File: src/rtl/mem_arbiter_pkg.sv
// mem_arbiter_pkg: shared helpers for the memory-port arbiter.
// Holds the port-index width calculation and the round-robin successor.
package mem_arbiter_pkg;

  // Width of a port index; never narrower than one bit.
  function automatic int unsigned idx_width(input int unsigned n);
    return (n > 32'd2) ? $clog2(n) : 32'd1;
  endfunction

  // Round-robin successor of cur among n ports, wrapping back to zero.
  function automatic int unsigned rr_next(input int unsigned cur, input int unsigned n);
    return ((cur + 32'd1) >= n) ? 32'd0 : (cur + 32'd1);
  endfunction

endpackage

File: src/rtl/mem_arbiter_id_fifo.sv
// mem_arbiter_id_fifo: in-order FIFO of granted port indices.
// Push is ignored when full and pop is ignored when empty; a simultaneous
// push and pop leaves the count unchanged and pops the old head.
module mem_arbiter_id_fifo #(
  parameter int unsigned DEPTH = 4,
  parameter int unsigned WIDTH = 2,
  parameter int unsigned CW    = $clog2(DEPTH + 1)
) (
  input  logic             clk_i,
  input  logic             rst_i,
  input  logic             push_i,
  input  logic [WIDTH-1:0] data_i,
  input  logic             pop_i,
  output logic [WIDTH-1:0] head_o,
  output logic             full_o,
  output logic             empty_o,
  output logic [CW-1:0]    count_o
);

  localparam int unsigned PW = (DEPTH > 32'd1) ? $clog2(DEPTH) : 32'd1;

  logic [WIDTH-1:0] mem_q [DEPTH];
  logic [PW-1:0]    wr_q, wr_d;
  logic [PW-1:0]    rd_q, rd_d;
  logic [CW-1:0]    cnt_q, cnt_d;
  logic             push_ok_s;
  logic             pop_ok_s;

  assign full_o    = (cnt_q == CW'(DEPTH));
  assign empty_o   = (cnt_q == {CW{1'b0}});
  assign count_o   = cnt_q;
  assign head_o    = mem_q[rd_q];
  assign push_ok_s = push_i & ~full_o;
  assign pop_ok_s  = pop_i & ~empty_o;

  // Next pointers and occupancy from the accepted push/pop pair.
  always_comb begin
    wr_d  = wr_q;
    rd_d  = rd_q;
    cnt_d = cnt_q;
    if (push_ok_s) begin
      wr_d = (wr_q == PW'(DEPTH - 32'd1)) ? {PW{1'b0}} : (wr_q + PW'(1'b1));
    end else begin
      wr_d = wr_q;
    end
    if (pop_ok_s) begin
      rd_d = (rd_q == PW'(DEPTH - 32'd1)) ? {PW{1'b0}} : (rd_q + PW'(1'b1));
    end else begin
      rd_d = rd_q;
    end
    case ({push_ok_s, pop_ok_s})
      2'b10:   cnt_d = cnt_q + CW'(1'b1);
      2'b01:   cnt_d = cnt_q - CW'(1'b1);
      default: cnt_d = cnt_q;
    endcase
  end

  // Pointer and count registers, cleared by reset.
  always_ff @(posedge clk_i) begin
    if (rst_i) begin
      wr_q  <= {PW{1'b0}};
      rd_q  <= {PW{1'b0}};
      cnt_q <= {CW{1'b0}};
    end else begin
      wr_q  <= wr_d;
      rd_q  <= rd_d;
      cnt_q <= cnt_d;
    end
  end

  // Entry storage; contents are only meaningful while counted as valid.
  always_ff @(posedge clk_i) begin
    if (push_ok_s) begin
      mem_q[wr_q] <= data_i;
    end
  end

endmodule

File: src/rtl/mem_arbiter.sv
// mem_arbiter: round-robin sharing of one req/gnt/rvalid memory port.
// Requests pass through combinationally; granted port indices are queued
// so in-order responses can be steered back to their owners.
// Build option: MEM_ARBITER_WRITE_RESP_EN -- when defined, writes also
// expect a response and push an ID; otherwise only reads push.
module mem_arbiter
  import mem_arbiter_pkg::*;
#(
  parameter int unsigned NR_PORTS        = 3,
  parameter int unsigned ADDRESS_SIZE    = 64,
  parameter int unsigned DATA_WIDTH      = 64,
  parameter int unsigned MAX_OUTSTANDING = 4
) (
  input  logic                             clk_i,
  input  logic                             rst_i,
  input  logic [NR_PORTS-1:0]              req_i,
  input  logic [NR_PORTS*ADDRESS_SIZE-1:0] address_i,
  input  logic [NR_PORTS*DATA_WIDTH-1:0]   wdata_i,
  input  logic [NR_PORTS-1:0]              we_i,
  input  logic [NR_PORTS*DATA_WIDTH/8-1:0] be_i,
  output logic [NR_PORTS-1:0]              gnt_o,
  output logic [NR_PORTS-1:0]              rvalid_o,
  output logic [DATA_WIDTH-1:0]            rdata_o,
  output logic                             req_o,
  output logic [ADDRESS_SIZE-1:0]          address_o,
  output logic [DATA_WIDTH-1:0]            wdata_o,
  output logic                             we_o,
  output logic [DATA_WIDTH/8-1:0]          be_o,
  input  logic                             gnt_i,
  input  logic                             rvalid_i,
  input  logic [DATA_WIDTH-1:0]            rdata_i,
  output logic                             err_o
);

  localparam int unsigned IW   = idx_width(NR_PORTS);
  localparam int unsigned CW   = $clog2(MAX_OUTSTANDING + 1);
  localparam int unsigned BE_W = DATA_WIDTH / 8;

  logic [IW-1:0] rr_q, rr_d;
  logic          lock_q, lock_d;
  logic [IW-1:0] sel_q, sel_d;
  logic          err_q, err_d;

  logic [IW-1:0] sel_s;
  logic          found_s;
  logic [IW:0]   raw_s;
  logic [IW:0]   wrap_s;
  logic [IW-1:0] cand_s;
  logic          take_s;
  logic          grant_s;
  logic          push_s;
  logic          pop_s;
  logic          full_s;
  logic          empty_s;
  logic [IW-1:0] head_s;
  logic [CW-1:0] fifo_cnt_s;

  // Selection: hold the locked port, otherwise first requester from rr_q upward.
  always_comb begin
    sel_s   = rr_q;
    found_s = 1'b0;
    raw_s   = {(IW+1){1'b0}};
    wrap_s  = {(IW+1){1'b0}};
    cand_s  = {IW{1'b0}};
    take_s  = 1'b0;
    if (lock_q) begin
      sel_s = sel_q;
    end else begin
      for (int unsigned k = 0; k < NR_PORTS; k++) begin
        raw_s   = {1'b0, rr_q} + (IW+1)'(k);
        wrap_s  = (raw_s >= (IW+1)'(NR_PORTS)) ? (raw_s - (IW+1)'(NR_PORTS)) : raw_s;
        cand_s  = wrap_s[IW-1:0];
        take_s  = ~found_s & req_i[cand_s];
        sel_s   = take_s ? cand_s : sel_s;
        found_s = found_s | take_s;
      end
    end
  end

  // Request fields to memory follow the selected port; full FIFO blocks issue.
  assign req_o     = req_i[sel_s] & ~full_s;
  assign address_o = address_i[sel_s*ADDRESS_SIZE +: ADDRESS_SIZE];
  assign wdata_o   = wdata_i[sel_s*DATA_WIDTH +: DATA_WIDTH];
  assign we_o      = we_i[sel_s];
  assign be_o      = be_i[sel_s*BE_W +: BE_W];
  assign rdata_o   = rdata_i;
  assign err_o     = err_q;

  assign grant_s = req_o & gnt_i;
  assign pop_s   = rvalid_i & ~empty_s;
`ifdef MEM_ARBITER_WRITE_RESP_EN
  assign push_s  = grant_s;
`else
  assign push_s  = grant_s & ~we_o;
`endif

  // One-hot grant and response steering back to the requesters.
  always_comb begin
    gnt_o            = {NR_PORTS{1'b0}};
    rvalid_o         = {NR_PORTS{1'b0}};
    gnt_o[sel_s]     = grant_s;
    rvalid_o[head_s] = pop_s;
  end

  // Next state for pointer, lock and sticky error.
  always_comb begin
    rr_d   = rr_q;
    lock_d = lock_q;
    sel_d  = sel_q;
    if (grant_s) begin
      lock_d = 1'b0;
      rr_d   = IW'(rr_next(32'(sel_s), NR_PORTS));
    end else if (req_o) begin
      lock_d = 1'b1;
      sel_d  = sel_s;
    end else if (lock_q && !req_i[sel_q]) begin
      lock_d = 1'b0;
    end else begin
      lock_d = lock_q;
    end
    err_d = err_q | (rvalid_i & (fifo_cnt_s == {CW{1'b0}}));
  end

  // Arbitration state registers with synchronous reset.
  always_ff @(posedge clk_i) begin
    if (rst_i) begin
      rr_q   <= {IW{1'b0}};
      lock_q <= 1'b0;
      sel_q  <= {IW{1'b0}};
      err_q  <= 1'b0;
    end else begin
      rr_q   <= rr_d;
      lock_q <= lock_d;
      sel_q  <= sel_d;
      err_q  <= err_d;
    end
  end

  mem_arbiter_id_fifo #(
    .DEPTH (MAX_OUTSTANDING),
    .WIDTH (IW),
    .CW    (CW)
  ) u_id_fifo (
    .clk_i   (clk_i),
    .rst_i   (rst_i),
    .push_i  (push_s),
    .data_i  (sel_s),
    .pop_i   (pop_s),
    .head_o  (head_s),
    .full_o  (full_s),
    .empty_o (empty_s),
    .count_o (fifo_cnt_s)
  );

endmodule

File: config.mk
export PLATFORM = sky130hd
export DESIGN_NAME = mem_arbiter
export DESIGN_NICKNAME = d
export VERILOG_FILES = /design/src/rtl/mem_arbiter_pkg.sv /design/src/rtl/mem_arbiter_id_fifo.sv /design/src/rtl/mem_arbiter.sv
export SDC_FILE = /design/constraint.sdc
export NUM_CORES = 1
export LEC_CHECK = 0
export CORE_AREA = 2 2 270 272
export DETAILED_ROUTE_END_ITERATION = 6
export DIE_AREA = 0 0 272 274
export GPL_TIMING_DRIVEN = 0
export PLACE_DENSITY = 0.31
export SLEW_MARGIN = 20
export SYNTH_ARGS = -nofsm -noshare
export SYNTH_HDL_FRONTEND = slang
export SYNTH_SLANG_ARGS = --single-unit
File: constraint.sdc
create_clock -name clk_i -period 3.8 [get_ports clk_i]
set_clock_uncertainty 0.2 [all_clocks]
set_input_delay 0.57 -clock clk_i [delete_from_list [all_inputs] [get_ports clk_i]]
set_output_delay 0.57 -clock clk_i [all_outputs]
set_load 0.03 [all_outputs]
==> results of run 1 <==
routing by layer:
layer / GRT usage / routed length [um] / up-vias
met5: 0 / 13 / -
met4: 0.0101 / 436 / 2
met3: 0.0240 / 2890 / 20
li1: - / - / 3672
met1: 0.125 / 17300 / 3425
met2: 0.187 / 22000 / 365
metrics by stage:
| stage | setup slack, ns | cell area [sq um] | cells |
|---|---|---|---|
| floorplan | 0.0370 | 4850 | 677 |
| global placement | -2.06 | 12300 | 2262 |
| detailed placement | -1.95 | 12300 | 2262 |
| CTS | -0.205 | 12800 | 2290 |
| global route | -0.325 | 13500 | 2317 |
| finish | -0.190 | 13500 | 2318 |
Yosys cell counts, types with 7 or more instances:
cell type / n / area [sq um]
a21oi_1: 10 / 50.1
buf_1: 8 / 30.0
buf_2: 19 / 95.1
buf_4: 66 / 495
clkbuf_1: 19 / 71.3
dfxtp_1: 15 / 300
edfxtp_1: 8 / 240
ha_1: 10 / 125
inv_1: 13 / 48.8
mux2i_1: 143 / 1430
nand2_1: 143 / 537
nand2b_1: 7 / 43.8
nor2_1: 17 / 63.8
o21ai_0: 143 / 716
critical path, stage by stage (launching register included):
cell and delay, ns:
dfxtp_4 0.37, inv_4 0.04, ha_4 0.27, buf_6 0.11
and3b_1 0.18, o22ai_1 0.08, a2111o_1 0.49, a221oi_4 0.32
buf_6 0.17, buf_6 0.10, nand2_4 0.05, o21ai_4 0.08
and2b_4 0.22, inv_2 0.06, ha_4 0.12, inv_2 0.04
fa_2 0.37, xor2_2 0.19, or3_1 0.35, a21oi_1 0.12
state kept, by name, summed over array words and instances, names as in the netlist, named ones only:
register and flops:
err_o 1, lock_q 1, rr_q 2, sel_q 2, u_id_fifo.count_o 3, u_id_fifo.mem_q 8, u_id_fifo.rd_q 2, u_id_fifo.wr_q 2
what timing repair did:
action / CTS / global route
buffers inserted: 22 / 20
gates resized for setup: 1003 / 263
pin swaps: 6 / 11
setup endpoints to repair: 150 / 143
cloned: 3 / 6
logic make-up after synthesis:
family	Yosys count	synth area share
simple gates	197	0.178
xor+xnor	2	0.00365
mux	146	0.311
flops	23	0.113
compound gates	172	0.208
buf+inv	126	0.157
fa+ha+maj	11	0.0302
where the power goes:
part / internal, W / total (W) / switching, W
Combinational: 0.00638 / 0.0147 / 0.00835
Clock: 0.000142 / 0.000230 / 0.0000884
Sequential: 0.000344 / 0.000394 / 0.0000502
final cells by class:
class | instances | area, sq um | share of cell area
multi-input combinational | 528 | 3860 | 0.286
inverter | 13 | 51.3 | 0.00379
antenna | 2 | 5.00 | 0.000370
timing repair buffer | 677 | 6580 | 0.486
clock buffer | 3 | 75.1 | 0.00555
tap | 959 | 1200 | 0.0887
clock inverter | 1 | 5.00 | 0.000370
buffer | 112 | 1200 | 0.0890
sequential | 23 | 548 | 0.0405
final timing paths:
| kind | endpoint | slack, ns | cells past startpoint |
|---|---|---|---|
| max reg2reg | u_id_fifo.count_o[2]$_SDFFE_PP0P_ | -0.19 | 19 |
| min | err_o$_SDFF_PP0_ | 0.29 | 2 |
| max | u_id_fifo.count_o[2]$_SDFFE_PP0P_ | -0.19 | 19 |
| min reg2reg | err_o$_SDFF_PP0_ | 0.29 | 2 |
==> results.py, run 1 <==
metrics = {
    "run_status": {
        "status": "complete, but fails checks",
        "failed_checks": "negative setup slack",
    },
    "worst_setup_path": {
        "required_ns": 3.79,
        "cp_data_arrival_time_ns": 3.98,
        "cp-end-kind": "flop",
        "crit_type": "reg -> reg",
        "startpoint": "rr_q[0]$_SDFFE_PP0P_",
        "crit_fanout": 5,
        "start_kind": "flop",
        "worstReg2RegStart": "rr_q[0]$_SDFFE_PP0P_",
    },
    "placement": {
        "hpwl_um": 35600,
        "place.gp.congestion": 0.781,
        "port_buffers": 626,
    },
    "flow_run": {
        "drv_cap": 0,
    },
    "synthesis": {
        "syn-num-nets": 1170,
        "yosys_register_bits": 23,
        "synthDistinctLibCells": 51,
        "syn_area_per_cell_sq_um": 7.09,
        "synth_cells": 677,
        "synth_top_flop_cell": "dfxtp_1",
        "synth_seq_area_share": 0.113,
        "async_flop_share": 0,
        "synthesis.area_sq_um": 4800,
        "synth_edf_count": 8,
        "yosysWarnings": 0,
    },
    "power_and_ir_drop": {
        "power-per-cell-area_nw_per_um2": 1140,
        "p_leak_nw": 5.61,
        "finalPower_w": 0.0154,
        "vdd_drop_max_mv": 0.428,
    },
    "worst_hold_path": {
        "hold_path_class": "reg -> reg",
        "hp-start": "err_o$_SDFF_PP0_",
    },
    "timing": {
        "final_hold_viol_count": 0,
        "worstMarginPinSlew_ns": 0.635,
        "maxSlewHeadroom": 0.577,
        "timing.fmax_mhz": 251,
        "slew_violations": 0,
        "setup_viol": 28,
        "rsz0062_at_grt": "true",
        "fin_crit_sh": 1.05,
        "finalWorstSetupSlack_ns": -0.190,
        "fin_setup_tns_ns": -1.32,
        "fin_crit_ns": 3.99,
        "fin_hold_ws_ns": 0.288,
    },
    "clock_network": {
        "root_buffer": "clkbuf_16",
        "tritoncts": "yes",
        "htreeDepth": 1,
        "cts.sinks": 23,
        "clk_pin_slew_ns": 0.06,
        "clk_path_buf_depth": 2,
        "clk_latency_ns": 0.25,
        "cts-buffers-inserted": 3,
        "cts-hold-fix-buffers": 0,
    },
    "global_route": {
        "grt_start_max_net_pins": 14,
        "grt-ovfl-total": 0,
        "grtUsageTotal": 0.102,
        "grt_pass1_wl_um": 55300,
        "antenna_found_initial": 7,
        "grt_pass1_vias": 7618,
    },
    "route": {
        "drt_wl_total_um": 42600,
        "drt-vias-per-instance": 3.23,
        "ant_nets": 0,
        "dr.pass1.iters": 4,
        "route.detailed.drc": 0,
        "post_drt_wl_per_cell_um": 18.4,
        "via_count": 7484,
        "first_iter_violations": 202,
    },
    "final_layout": {
        "nNetsFinal": 1851,
        "fin_util": 0.188,
        "fillers": 8068,
        "syn2layout_area_growth_pct": 182,
        "drive_above_1_share": 0.285,
        "final_common_cell": "clkdlybuf4s50_1",
        "layout.cells.most_common_list": "482 x clkdlybuf4s50_1, 178 x buf_4, 135 x nand2_1, 130 x mux2i_1, 93 x o21ai_0",
    },
    "floorplanning": {
        "io_pins": 691,
        "die_h_um": 274,
        "core_sq_um": 72000,
        "row_count": 99,
        "start_util": 0.0667,
        "die_x_um": 272,
        "die-area_sq_um": 74500,
    },
}
No activity file was read; power rests on OpenSTA's default activity.
==> inputs of run 2 (changes only) <==
Settings changed: CELL_PAD_IN_SITES_DETAIL_PLACEMENT set to 0, CELL_PAD_IN_SITES_GLOBAL_PLACEMENT set to 1, CORE_AREA 2 2 270 272 to 2 2 269 271, DIE_AREA 0 0 272 274 to 0 0 271 273, GPL_ROUTABILITY_DRIVEN set to 0, PLACE_DENSITY 0.31 to 0.46.
==> run 2 against run 1 <==
  * The flow still finishes with violations (negative setup slack)
  * Worst hold slack got worse by 0.018 ns
  * Routed wire length down 2.1%
  * Utilization up 1.9 points
  * Combinational power rose by 14%
  * Sequential power barely moved
  * First-iteration DRC count decreased by 9.9%
  * Final area up 8.8%
  * Largest power group unchanged
  * Highest routed layer is now met4
==> results.py, run 2 (same netlist as run 1, synthesis figures left out) <==
metrics = {
    "run_status": {
        "status": "complete, but fails checks",
        "failed_checks": "negative setup slack",
    },
    "timing": {
        "fin_crit_ns": 3.86,
        "maxSlewHeadroom": 0.633,
        "rsz0062_at_grt": "true",
        "timing.fmax_mhz": 259,
        "slew_violations": 0,
        "setup_viol": 25,
        "worstMarginPinSlew_ns": 0.551,
        "final_hold_viol_count": 0,
        "fin_crit_sh": 1.01,
        "fin_setup_tns_ns": -0.438,
        "finalWorstSetupSlack_ns": -0.0556,
    },
    "power_and_ir_drop": {
        "p_switching_w": 0.00919,
        "p_leak_nw": 6.11,
        "power-per-cell-area_nw_per_um2": 1170,
        "switching_share": 0.532,
        "p_comb_frac": 0.964,
        "vdd_drop_max_mv": 0.668,
        "p_int_w": 0.00809,
        "pwr-share-seq": 0.023,
        "clkPwrFrac": 0.013,
    },
    "clock_network": {
        "clk_path_buf_depth": 2,
        "clk_pin_slew_ns": 0.06,
        "clk_latency_ns": 0.26,
        "cts-buffers-inserted": 3,
        "htreeDepth": 1,
        "cts.sinks": 23,
        "tritoncts": "yes",
        "root_buffer": "clkbuf_16",
    },
    "worst_setup_path": {
        "cp-end-kind": "flop",
        "crit_type": "reg -> reg",
        "crit_fanout": 7,
        "rrSetupSlack_ns": -0.06,
        "start_kind": "flop",
        "required_ns": 3.78,
        "cp_data_arrival_time_ns": 3.84,
    },
    "final_layout": {
        "layout.cells.most_common_list": "482 x clkdlybuf4s50_1, 164 x buf_4, 117 x mux2i_1, 77 x buf_6, 75 x nand2_1",
        "final_common_cell": "clkdlybuf4s50_1",
        "final_area_sq_um": 14700,
        "largest_reg_flops": 8,
        "nNetsFinal": 1865,
        "fillers": 7863,
        "fin_cells": 2323,
        "syn2layout_area_growth_pct": 207,
        "regMostFlops": "u_id_fifo.mem_q",
        "fin_util": 0.207,
        "drive_above_1_share": 0.384,
    },
    "route": {
        "ant_nets": 0,
        "via_count": 7693,
        "drt-met1-wl_um": 16300,
        "drt_wl_total_um": 41700,
        "dr.pass1.iters": 4,
        "top_layer": "met4",
        "route.detailed.drc": 0,
        "wl_met2_um": 21700,
        "post_drt_wl_per_cell_um": 18.0,
        "route.met3.wl_um": 2880,
        "first_iter_violations": 182,
        "drt-vias-per-instance": 3.31,
    },
    "flow_run": {
        "drv_cap": 0,
    },
    "placement": {
        "place_inst": 2253,
        "port_buffers": 626,
        "hpwl_um": 33600,
        "placed_cell_area_sq_um": 12300,
        "pre_cts_ws_ns": -2.04,
    },
    "floorplanning": {
        "io_pins": 691,
        "row_count": 98,
        "die_h_um": 273,
        "die_x_um": 271,
        "core_sq_um": 71000,
        "start_util": 0.0676,
        "die-area_sq_um": 74000,
    },
    "global_route": {
        "grt_start_max_net_pins": 14,
        "grtUsageTotal": 0.0966,
        "grt_pass1_wl_um": 53200,
        "grt-ovfl-total": 0,
        "grt_pass1_vias": 7816,
        "antenna_found_initial": 3,
    },
    "worst_hold_path": {
        "hold_path_class": "reg -> reg",
    },
}
==> run 2: cell count changes in the layout (fill, tap and decap cells not counted), moves of 8 or more <==
cell / previous run / this run
buf_2: 26 / 7
buf_4: 178 / 164
buf_6: 22 / 77
clkbuf_16: 11 / 24
clkbuf_2: 16 / 4
mux2i_1: 130 / 117
mux2i_2: 7 / 15
nand2_1: 135 / 75
nand2_2: 4 / 41
nand2_4: 4 / 27
o21ai_0: 93 / 23
o21ai_1: 33 / 52
o21ai_2: 17 / 60
o21ai_4: 1 / 9
==> run 2: timing repair <==
item | in CTS | in global routing
pin swaps | 14 | 35
buffers inserted | 15 | 29
hold buffers | 0 | 0
gates resized for setup | 1095 | 510
endpoints found under the setup margin | 148 | 141
cloned | 3 | 18
==> run 2: worst paths after layout <==
check,start,end,cells past startpoint
setup / recovery,rr_q[0]$_SDFFE_PP0P_,u_id_fifo.count_o[2]$_SDFFE_PP0P_,19
hold / removal,err_o$_SDFF_PP0_,err_o$_SDFF_PP0_,2
setup reg to reg,rr_q[0]$_SDFFE_PP0P_,u_id_fifo.count_o[2]$_SDFFE_PP0P_,19
hold reg to reg,err_o$_SDFF_PP0_,err_o$_SDFF_PP0_,2
==> run 2: final cells by class <==
cell class | count | area [sq um] | share of cell area
antenna | 2 | 5.00 | 0.000340
buffer | 112 | 1230 | 0.0835
multi-input combinational | 528 | 4490 | 0.305
timing repair buffer | 691 | 7120 | 0.484
tap | 950 | 1190 | 0.0808
clock buffer | 4 | 78.8 | 0.00536
sequential | 23 | 548 | 0.0372
inverter | 13 | 51.3 | 0.00349
==> run 2: power groups by stage <==
stage / Clock [W] / Sequential [W] / Combinational [W]
2_1_floorplan: 0 / 0.000387 / 0.00692
3_3_place_gp: 0 / 0.000398 / 0.0124
3_5_place_dp: 0 / 0.000400 / 0.0124
4_1_cts: 0.000237 / 0.000396 / 0.0130
5_1_grt: 0.000248 / 0.000406 / 0.0176
6_report: 0.000231 / 0.000397 / 0.0167
==> run 2: routing by layer <==
layer / vias to the layer above / track usage
met5: - / 0
met4: 0 / 0.0204
met3: 24 / 0.0217
met2: 377 / 0.177
met1: 3582 / 0.114
li1: 3710 / -
==> run 2: worst max-delay path, cell delays in order (launching register included) <==
cell	delay (ns)
dfxtp_4	0.38
inv_4	0.04
ha_4	0.21
buf_6	0.13
buf_6	0.11
o21a_1	0.17
a311o_4	0.42
buf_6	0.14
a221oi_4	0.26
buf_12	0.20
nand2_4	0.06
o21ai_4	0.08
and2b_4	0.22
inv_2	0.06
ha_4	0.13
inv_2	0.03
fa_2	0.34
xor2_1	0.15
or3_1	0.30
a21oi_1	0.13
==> run 2: metrics by stage <==
step	power (W)	hold WS (ns)
final	0.0173	0.270
after global routing	0.0183	0.321
after CTS	0.0137	0.276
after detailed placement	0.0128	0.260
after global placement	0.0128	0.261
after floorplan	0.00731	0.254
